**src/rtl/wb_queue.sv**
```systemverilog
// Write-back queue: merges ALU and mult/div results into one regfile write port.
// Pending entries are bypassed to the register read ports, youngest match first.
module wb_queue #(
  parameter int DEPTH = 4
) (
  input  logic                     clock,
  input  logic                     ctrl_reset,
  input  logic                     alu_valid,
  input  logic [4:0]               alu_reg,
  input  logic [31:0]              alu_data,
  output logic                     alu_ready,
  input  logic                     md_valid,
  input  logic [4:0]               md_reg,
  input  logic [31:0]              md_data,
  output logic                     md_ready,
  output logic                     ctrl_writeEnable,
  output logic [4:0]               ctrl_writeReg,
  output logic [31:0]              data_writeReg,
  input  logic [4:0]               ctrl_readRegA,
  input  logic [4:0]               ctrl_readRegB,
  output logic                     fwdA_hit,
  output logic [31:0]              fwdA_data,
  output logic                     fwdB_hit,
  output logic [31:0]              fwdB_data,
  output logic [$clog2(DEPTH):0]   count,
  output logic                     full
);

  localparam int AW = $clog2(DEPTH);
  localparam int CW = AW + 1;
  localparam logic [CW-1:0] DEPTHC = CW'(DEPTH);

  typedef struct packed {
    logic [4:0]  rg;
    logic [31:0] data;
  } entry_t;

  entry_t          mem [DEPTH];
  logic [AW-1:0]   head;
  logic [AW-1:0]   tail;
  logic [CW-1:0]   cnt;

  logic            aluPush;
  logic            mdPush;
  logic            pop;
  logic [CW-1:0]   nPush;
  logic [AW-1:0]   mdSlot;

  assign count = cnt;
  assign full  = (cnt == DEPTHC);
  assign pop   = (cnt != '0);

  // Ready never counts this cycle's pop; the ALU claims a free slot first.
  assign alu_ready = ctrl_reset && (cnt < DEPTHC);
  assign md_ready  = ctrl_reset &&
                     ((cnt + CW'(alu_valid)) < DEPTHC);

  assign aluPush = alu_valid && alu_ready && (alu_reg != '0);
  assign mdPush  = md_valid && md_ready && (md_reg != '0);
  assign nPush   = CW'(aluPush) + CW'(mdPush);
  assign mdSlot  = tail + AW'(aluPush);

  always_ff @(posedge clock or negedge ctrl_reset) begin
    if (!ctrl_reset) begin
      head <= '0;
      tail <= '0;
      cnt  <= '0;
    end else begin
      head <= head + AW'(pop);
      tail <= tail + AW'(nPush);
      cnt  <= cnt + nPush - CW'(pop);
    end
  end

  always_ff @(posedge clock) begin
    if (aluPush) mem[tail] <= '{rg: alu_reg, data: alu_data};
    if (mdPush)  mem[mdSlot] <= '{rg: md_reg, data: md_data};
  end

  assign ctrl_writeEnable = pop;
  assign ctrl_writeReg    = pop ? mem[head].rg : '0;
  assign data_writeReg    = pop ? mem[head].data : '0;

  // Walk oldest to youngest so the last match wins.
  always_comb begin
    fwdA_hit  = 1'b0;
    fwdA_data = '0;
    fwdB_hit  = 1'b0;
    fwdB_data = '0;
    for (int k = 0; k < DEPTH; k++) begin
      if (CW'(k) < cnt) begin
        if (ctrl_readRegA != '0 &&
            mem[head + AW'(k)].rg == ctrl_readRegA) begin
          fwdA_hit  = 1'b1;
          fwdA_data = mem[head + AW'(k)].data;
        end
        if (ctrl_readRegB != '0 &&
            mem[head + AW'(k)].rg == ctrl_readRegB) begin
          fwdB_hit  = 1'b1;
          fwdB_data = mem[head + AW'(k)].data;
        end
      end
    end
  end

endmodule
```
**config.mk**
```make
export PLATFORM = sky130hd
export DESIGN_NAME = wb_queue
export DESIGN_NICKNAME = d
export VERILOG_FILES = /design/src/rtl/wb_queue.sv
export SDC_FILE = /design/constraint.sdc
export NUM_CORES = 1
export LEC_CHECK = 0
export CAP_MARGIN = 25
export CORE_MARGIN = 1
export CORE_UTILIZATION = 51
export CTS_BUF_LIST = sky130_fd_sc_hd__clkbuf_2
export CTS_CLUSTER_DIAMETER = 50
export CTS_CLUSTER_SIZE = 16
export DETAILED_ROUTE_END_ITERATION = 6
export GPL_TIMING_DRIVEN = 0
export PLACE_DENSITY = 0.82
export SETUP_SLACK_MARGIN = 0.05
export SLEW_MARGIN = 40
export SYNTH_ARGS = -nofsm -noshare
export SYNTH_HDL_FRONTEND = slang
export SYNTH_SLANG_ARGS = --single-unit
```
**constraint.sdc**
```tcl
create_clock -name clock -period 4 [get_ports clock]
set_clock_uncertainty 0.1 [all_clocks]
set_input_delay 1.2 -clock clock [delete_from_list [all_inputs] [get_ports clock]]
set_output_delay 1.2 -clock clock [all_outputs]
set_load 0.05 [all_outputs]
```
==> results of run 1 <==
-- worst paths after layout --
path	startpoint	to	slack [ps]	depth (start not counted)
worst max-delay path	head[0]$_DFF_PN0_	fwdA_data[4]	-1190	10
worst min-delay path	ctrl_reset	tail[0]$_DFF_PN0_	130	1
worst max register to register	count[2]$_DFF_PN0_	mem[3][21]$_DFFE_PP_	390	13
worst min register to register	head[0]$_DFF_PN0_	head[0]$_DFF_PN0_	620	2
max in group asynchronous	ctrl_reset	head[0]$_DFF_PN0_	3460	1
min in group clock	head[0]$_DFF_PN0_	head[0]$_DFF_PN0_	620	2
-- per-stage QoR --
step	utilization	power [mW]	hold WS, ps	setup slack, ps
after CTS	0.730	13.8	285	-1130
after global placement	0.676	12.1	515	-1630
after detailed placement	0.680	12.3	559	-1610
after floorplan	-	9.45	470	-505
after global routing	0.757	15.2	106	-1260
final	0.757	14.8	129	-1190
-- power groups by stage --
stage	sequential, mW	clock, mW	combinational (mW)
floorplan	2.32	0	7.12
global placement	2.32	0	9.79
detailed placement	2.33	0	9.95
CTS	2.29	0.808	10.7
global route	2.34	0.875	12.0
finish	2.31	0.823	11.6
-- layer usage --
metal,global-route usage,vias to the layer above,part of all wire
li1,-,5086,-
met1,0.466,5892,0.38
met2,0.588,838,0.47
met3,0.0696,178,0.10
met4,0.185,0,0.043
met5,0,-,0
-- kinds of logic after synthesis --
| kind of cell | count (synthesis) | share of synthesized area |
|---|---|---|
| and+or+nand+nor | 305 | 0.109 |
| AOI/OAI and AO/OA | 176 | 0.0948 |
| buffers and inverters | 130 | 0.0455 |
| adders and majority gates | 8 | 0.00845 |
| muxes | 392 | 0.349 |
| DFF | 155 | 0.363 |
| xor gates and xnor gates | 44 | 0.0303 |
-- timing repair --
item	4_1_cts	5_1_grt
setup endpoints to repair	287	197
hold buffers	0	0
gates resized for setup	799	225
gates cloned	2	1
hold endpoints to repair	0	0
pin swaps	12	17
setup buffers	24	7
-- cell usage in the layout, fill, tap and decap left out, types with 36 or more instances in the layout --
cell / Yosys / final
mux2i_1: 188 / 168
edfxtp_1: 148 / 148
mux2_2: 122 / 125
nor2_1: 164 / 109
buf_6: 6 / 88
clkdlybuf4s50_1: 0 / 81
buf_4: 1 / 55
mux2_1: 59 / 53
nor2_2: 0 / 48
a21oi_1: 68 / 44
clkbuf_2: 0 / 40
nand2_1: 36 / 36
-- final cells by class --
class	count	area share
multi-input cells	925	0.523
flip-flops and latches	155	0.250
repair buffers	226	0.126
plain buffers	119	0.0652
well taps	324	0.0220
clock inverters	15	0.00624
clock buffers	17	0.00461
inverters	11	0.00244
diodes	2	0.000271
-- sequential cells by signal, summed over array words and instances (netlist names) --
name and cells:
count 3, mem 148, tail 2, head 2
-- worst register-to-register path: stages, from the launching register on --
cell	delay [ps]
dfrtp_1	440
clkbuf_2	250
nor2b_4	160
nand2_1	80
a21oi_2	260
ha_1	260
xor2_1	200
and3_1	210
clkbuf_4	260
buf_4	270
o21bai_4	280
buf_16	220
buf_8	170
buf_8	180
==> key figures, run 1 <==
Yosys
  – Synth Instances: 1210
  – Synth Register Bits: 155
  – Yosys warns: 0
  – Dominant cell type by area after synthesis: edfxtp_1
  – Most common cell in the synthesized netlist: mux2i_1
  – Top cell type's share of synthesized area: 0.349
  – Mapped Nets: 1306
  – Area contributors post-synth: edfxtp_1 (35%), mux2i_1 (15%), mux2_2 (11%)
  – Commonest cells post-synth: mux2i_1 (188), nor2_1 (164), edfxtp_1 (148)
  – Post-synth EDFFs: 148
  – Mapped Avg Cell Area: 10.5 µm²
  – Primary FF master, synth: edfxtp_1
  – Post-Syn Area: 12700 µm²
  – Register area share after synthesis: 0.363
  – Distinct cell type count after synthesis: 49
  – Fraction of registers with async set/reset: 0.0452

Setup path
  – CP Cell Sequence: buf_4 > mux4_2 > xor2_1 > or4_4 > or2_1 > buf_6 > buf_12 > mux2i_2 > a211oi_4 > buf_6
  – CP Buf/Inv Count: 4
  – Max incr delay on CP: 550 ps
  – CP arrival: 3890 ps
  – Crit Path Class: reg -> out
  – Most used cell, CP: buf_6
  – CP Max Fanout: 10
  – Crit-path slowest cell: mux4_2
  – CP delay by family, top: simple AND/OR/NAND/NOR gates
  – Endpoint class of the critical path: output pin
  – CP Launch Type: register
  – Worst endpoint required time: 2700 ps

GRT
  – First-pass GRT wire length: 70.7 mm
  – Initial antenna violation count: 2
  – Vias in the first global route: 12300
  – Largest net degree at the start of global routing: 38
  – Grt ovf: 0
  – Tot GR Track Use: 0.364

Cells and area
  – Reg area: 4620 µm²
  – Area growth from synthesis to layout: 44.9%
  – Finished layout cell area: 18500 µm²
  – Multi-input gate area: 9660 µm²
  – Fillers: 1544
  – Layout cells sized above 1: 0.479
  – Fin cells: 1794
  – Final net count: 1551

Outcome
  – Status: finished, violations left
  – Violated checks: design-rule violations, negative setup slack

Power and ir drop
  – Combinational Power Share: 0.787
  – Switching Share: 0.553
  – Pleak: 6.75 nW
  – Cell Pwr Density: 800 nW/µm²
  – Clock network power share: 0.056
  – Reg power frac: 0.157
  – Max VDD drop: 0.624 mV
  – Psw: 8.17 mW
  – Internal power component: 6.60 mW

Floorplan
  – Total die area: 25600 µm²
  – I/O Pins: 198
  – Effective utilization at floorplan: 0.522
  – Core Box Area: 24400 µm²
  – Die height: 160 µm
  – X dimension of the die: 160 µm
  – Num rows: 57

Timing
  – Final min period: 5190 ps
  – Least-Margin Pin Slew: 1160 ps
  – Highest Clock Rate: 0.193 GHz
  – Count of final setup violators: 89
  – Max_slew headroom: 0.229
  – Post-layout worst setup margin: -1190 ps
  – RSZ-0062 raised after global routing: true
  – TNS Setup: -75330 ps
  – Final hold violation count: 0
  – Final worst-path cycle share: 1.30
  – Max-slew violations: 0

Run
  – Max Cap Violations: 0

Clock tree
  – Clock latency on the worst-skew pair: 770 ps
  – CTS Buf Count: 17
  – Bufs on Longest Clock Path: 2
  – Clock-pin slew on the worst setup and hold paths: 250 ps
  – Htree depth: 4
  – Sink Count: 155
  – Clock Tree Root: clkbuf_2
  – Clock tree from TritonCTS: built

Placement
  – Post-DP Area: 16600 µm²
  – DP Cell Count: 1726
  – Count of buffers from port buffering: 187
  – DP HPWL: 32.0 mm
  – GP Congestion: 0.961

Detailed routing
  – Via Count: 12000
  – DR DRC count: 1
  – Drt pass-1 iters: 7
  – Initial DRC count: 1503
  – Vias per cell: 6.69
  – Routed WL per cell: 26.7 µm
  – Final antenna-violating net count: 0
  – WL final: 47.8 mm

Worst hold path
  – Min-Delay Path Class: in -> async
Power figures use the tool's default switching activity.
==> inputs of run 2 (changes only) <==
--- a/config.mk
+++ b/config.mk
@@ -6,14 +6,16 @@
 export NUM_CORES = 1
 export LEC_CHECK = 0
 export CAP_MARGIN = 25
+export CELL_PAD_IN_SITES_DETAIL_PLACEMENT = 1
+export CELL_PAD_IN_SITES_GLOBAL_PLACEMENT = 2
 export CORE_MARGIN = 1
-export CORE_UTILIZATION = 51
+export CORE_UTILIZATION = 33
 export CTS_BUF_LIST = sky130_fd_sc_hd__clkbuf_2
 export CTS_CLUSTER_DIAMETER = 50
 export CTS_CLUSTER_SIZE = 16
 export DETAILED_ROUTE_END_ITERATION = 6
 export GPL_TIMING_DRIVEN = 0
-export PLACE_DENSITY = 0.82
+export PLACE_DENSITY = 0.83
 export SETUP_SLACK_MARGIN = 0.05
 export SLEW_MARGIN = 40
 export SYNTH_ARGS = -nofsm -noshare
==> key figures, run 2 (same netlist as run 1, synthesis figures left out) <==
Placement
  – DP Cell Count: 1914
  – DP HPWL: 37.4 mm
  – Count of buffers from port buffering: 187
  – GP Congestion: 0.878

Timing
  – Count of final setup violators: 98
  – Final min period: 5340 ps
  – Post-layout worst setup margin: -1340 ps
  – Final hold violation count: 0
  – Least-Margin Pin Slew: 895 ps
  – Hold Slack: 655 ps
  – Highest Clock Rate: 0.187 GHz
  – Max_slew headroom: 0.404
  – Max-slew violations: 0
  – Final worst-path cycle share: 1.34
  – RSZ-0062 raised after global routing: true

Setup path
  – Crit Path Class: reg -> out
  – Capturing point of the worst reg2reg path: mem[3][9]$_DFFE_PP_
  – CP arrival: 4040 ps
  – Setup crit end: fwdB_data[2]
  – CP Max Fanout: 10
  – Worst endpoint required time: 2700 ps
  – Endpoint class of the critical path: output pin
  – Reg2reg start: count[2]$_DFF_PN0_
  – CP Launch Type: register
  – R2r setup slk: 310 ps
  – Reg2reg path depth: 12
  – Setup crit start: head[0]$_DFF_PN0_

Power and ir drop
  – Pleak: 7.30 nW
  – Max VDD drop: 0.526 mV
  – Pwr Total: 16.8 mW
  – Cell Pwr Density: 822 nW/µm²

Cells and area
  – Layout cells sized above 1: 0.537
  – Fin cells: 2017
  – Most common cell after layout, fill and taps aside: mux2i_1
  – Commonest non-fill, non-tap cells in the layout: mux2i_1 (149), edfxtp_1 (148), mux2_2 (126), buf_6 (104), nor2_1 (81)
  – Area growth from synthesis to layout: 60.1%
  – Largest register FFs: 148
  – Final design utilization: 0.539
  – Final net count: 1588
  – Reg with most FFs: mem

Detailed routing
  – DR DRC count: 0
  – Via Count: 12000
  – Vias per cell: 5.96
  – Final antenna-violating net count: 0
  – Initial DRC count: 982
  – Drt pass-1 iters: 7
  – Routed WL per cell: 28.4 µm
  – WL final: 57.2 mm

Outcome
  – Status: finished, violations left
  – Violated checks: negative setup slack

Floorplan
  – Die height: 198 µm
  – Total die area: 39400 µm²
  – Num rows: 71
  – I/O Pins: 198
  – X dimension of the die: 198 µm
  – Core Box Area: 37800 µm²
  – Effective utilization at floorplan: 0.337

GRT
  – Vias in the first global route: 12800
  – Grt ovf: 0
  – Largest net degree at the start of global routing: 19
  – Tot GR Track Use: 0.283
  – Initial antenna violation count: 1
  – First-pass GRT wire length: 81.7 mm

Clock tree
  – Sink Count: 155
  – Clock-pin slew on the worst setup and hold paths: 290 ps
  – Bufs on Longest Clock Path: 2
  – Clock Tree Root: clkbuf_2
  – Htree depth: 4
  – Clock latency on the worst-skew pair: 870 ps
  – Clock tree from TritonCTS: built
  – CTS Buf Count: 17

Worst hold path
  – Min-Delay Path Class: in -> async

Run
  – Max Cap Violations: 0
-- run 2: critical path, cell delays in order, from the launching register on --
cell,delay [ps]
dfrtp_2,490
buf_12,140
buf_4,110
mux4_2,560
xnor2_2,190
nand4_1,250
or4b_4,610
buf_8,170
buf_6,180
nor2_2,160
o31ai_4,120
buf_6,170
-- run 2: per-layer routing --
layer	track usage	vias up	wire (µm)
met3	0.0446	99	3750
met2	0.481	515	28100
met4	0.0983	0	1660
li1	-	5182	-
met5	0	-	0
met1	0.365	6225	23700
-- run 2: timing repair --
| action | in CTS | in global routing |
|---|---|---|
| setup endpoints to repair | 317 | 148 |
| hold endpoints to repair | 0 | 7 |
| hold buffers | 0 | 1 |
| pin swaps | 18 | 23 |
| setup buffers | 48 | 12 |
| resized for setup | 1081 | 229 |
| cloned | 4 | 5 |
-- run 2: worst min-delay path by stage --
stage,from,to,slack (ps),cells past startpoint
final,ctrl_reset,tail[1]$_DFF_PN0_,660,2
after global routing,ctrl_reset,count[2]$_DFF_PN0_,610,2
after CTS,ctrl_reset,tail[1]$_DFF_PN0_,150,1
after detailed placement,head[0]$_DFF_PN0_,head[0]$_DFF_PN0_,590,1
after global placement,head[0]$_DFF_PN0_,head[0]$_DFF_PN0_,530,1
after floorplan,head[0]$_DFF_PN0_,head[0]$_DFF_PN0_,470,1
-- run 2: layout make-up --
class / count / area (µm²)
fill: 3827 / 17500
multi-input combinational: 927 / 10400
sequential: 155 / 4620
timing repair buffer: 261 / 3010
buffer: 119 / 1430
tap: 511 / 639
clock inverter: 15 / 133
clock buffer: 17 / 85.1
inverter: 11 / 45.0
antenna: 1 / 2.50
-- run 2: report_power, final --
group	leakage (nW)	switching (mW)	internal, mW
Clock	0.137	0.740	0.193
Combinational	5.74	8.14	5.36
Sequential	1.42	0.215	2.13
-- run 2: through the flow --
| step | instance area [µm²] | TNS [ps] | worst slack (ps) |
|---|---|---|---|
| floorplan | 14200 | -23210 | -505 |
| global placement | 16700 | -429270 | -1800 |
| detailed placement | 16900 | -436110 | -1790 |
| CTS | 19200 | -87290 | -1340 |
| global route | 20400 | -99520 | -1540 |
| finish | 20400 | -87230 | -1340 |
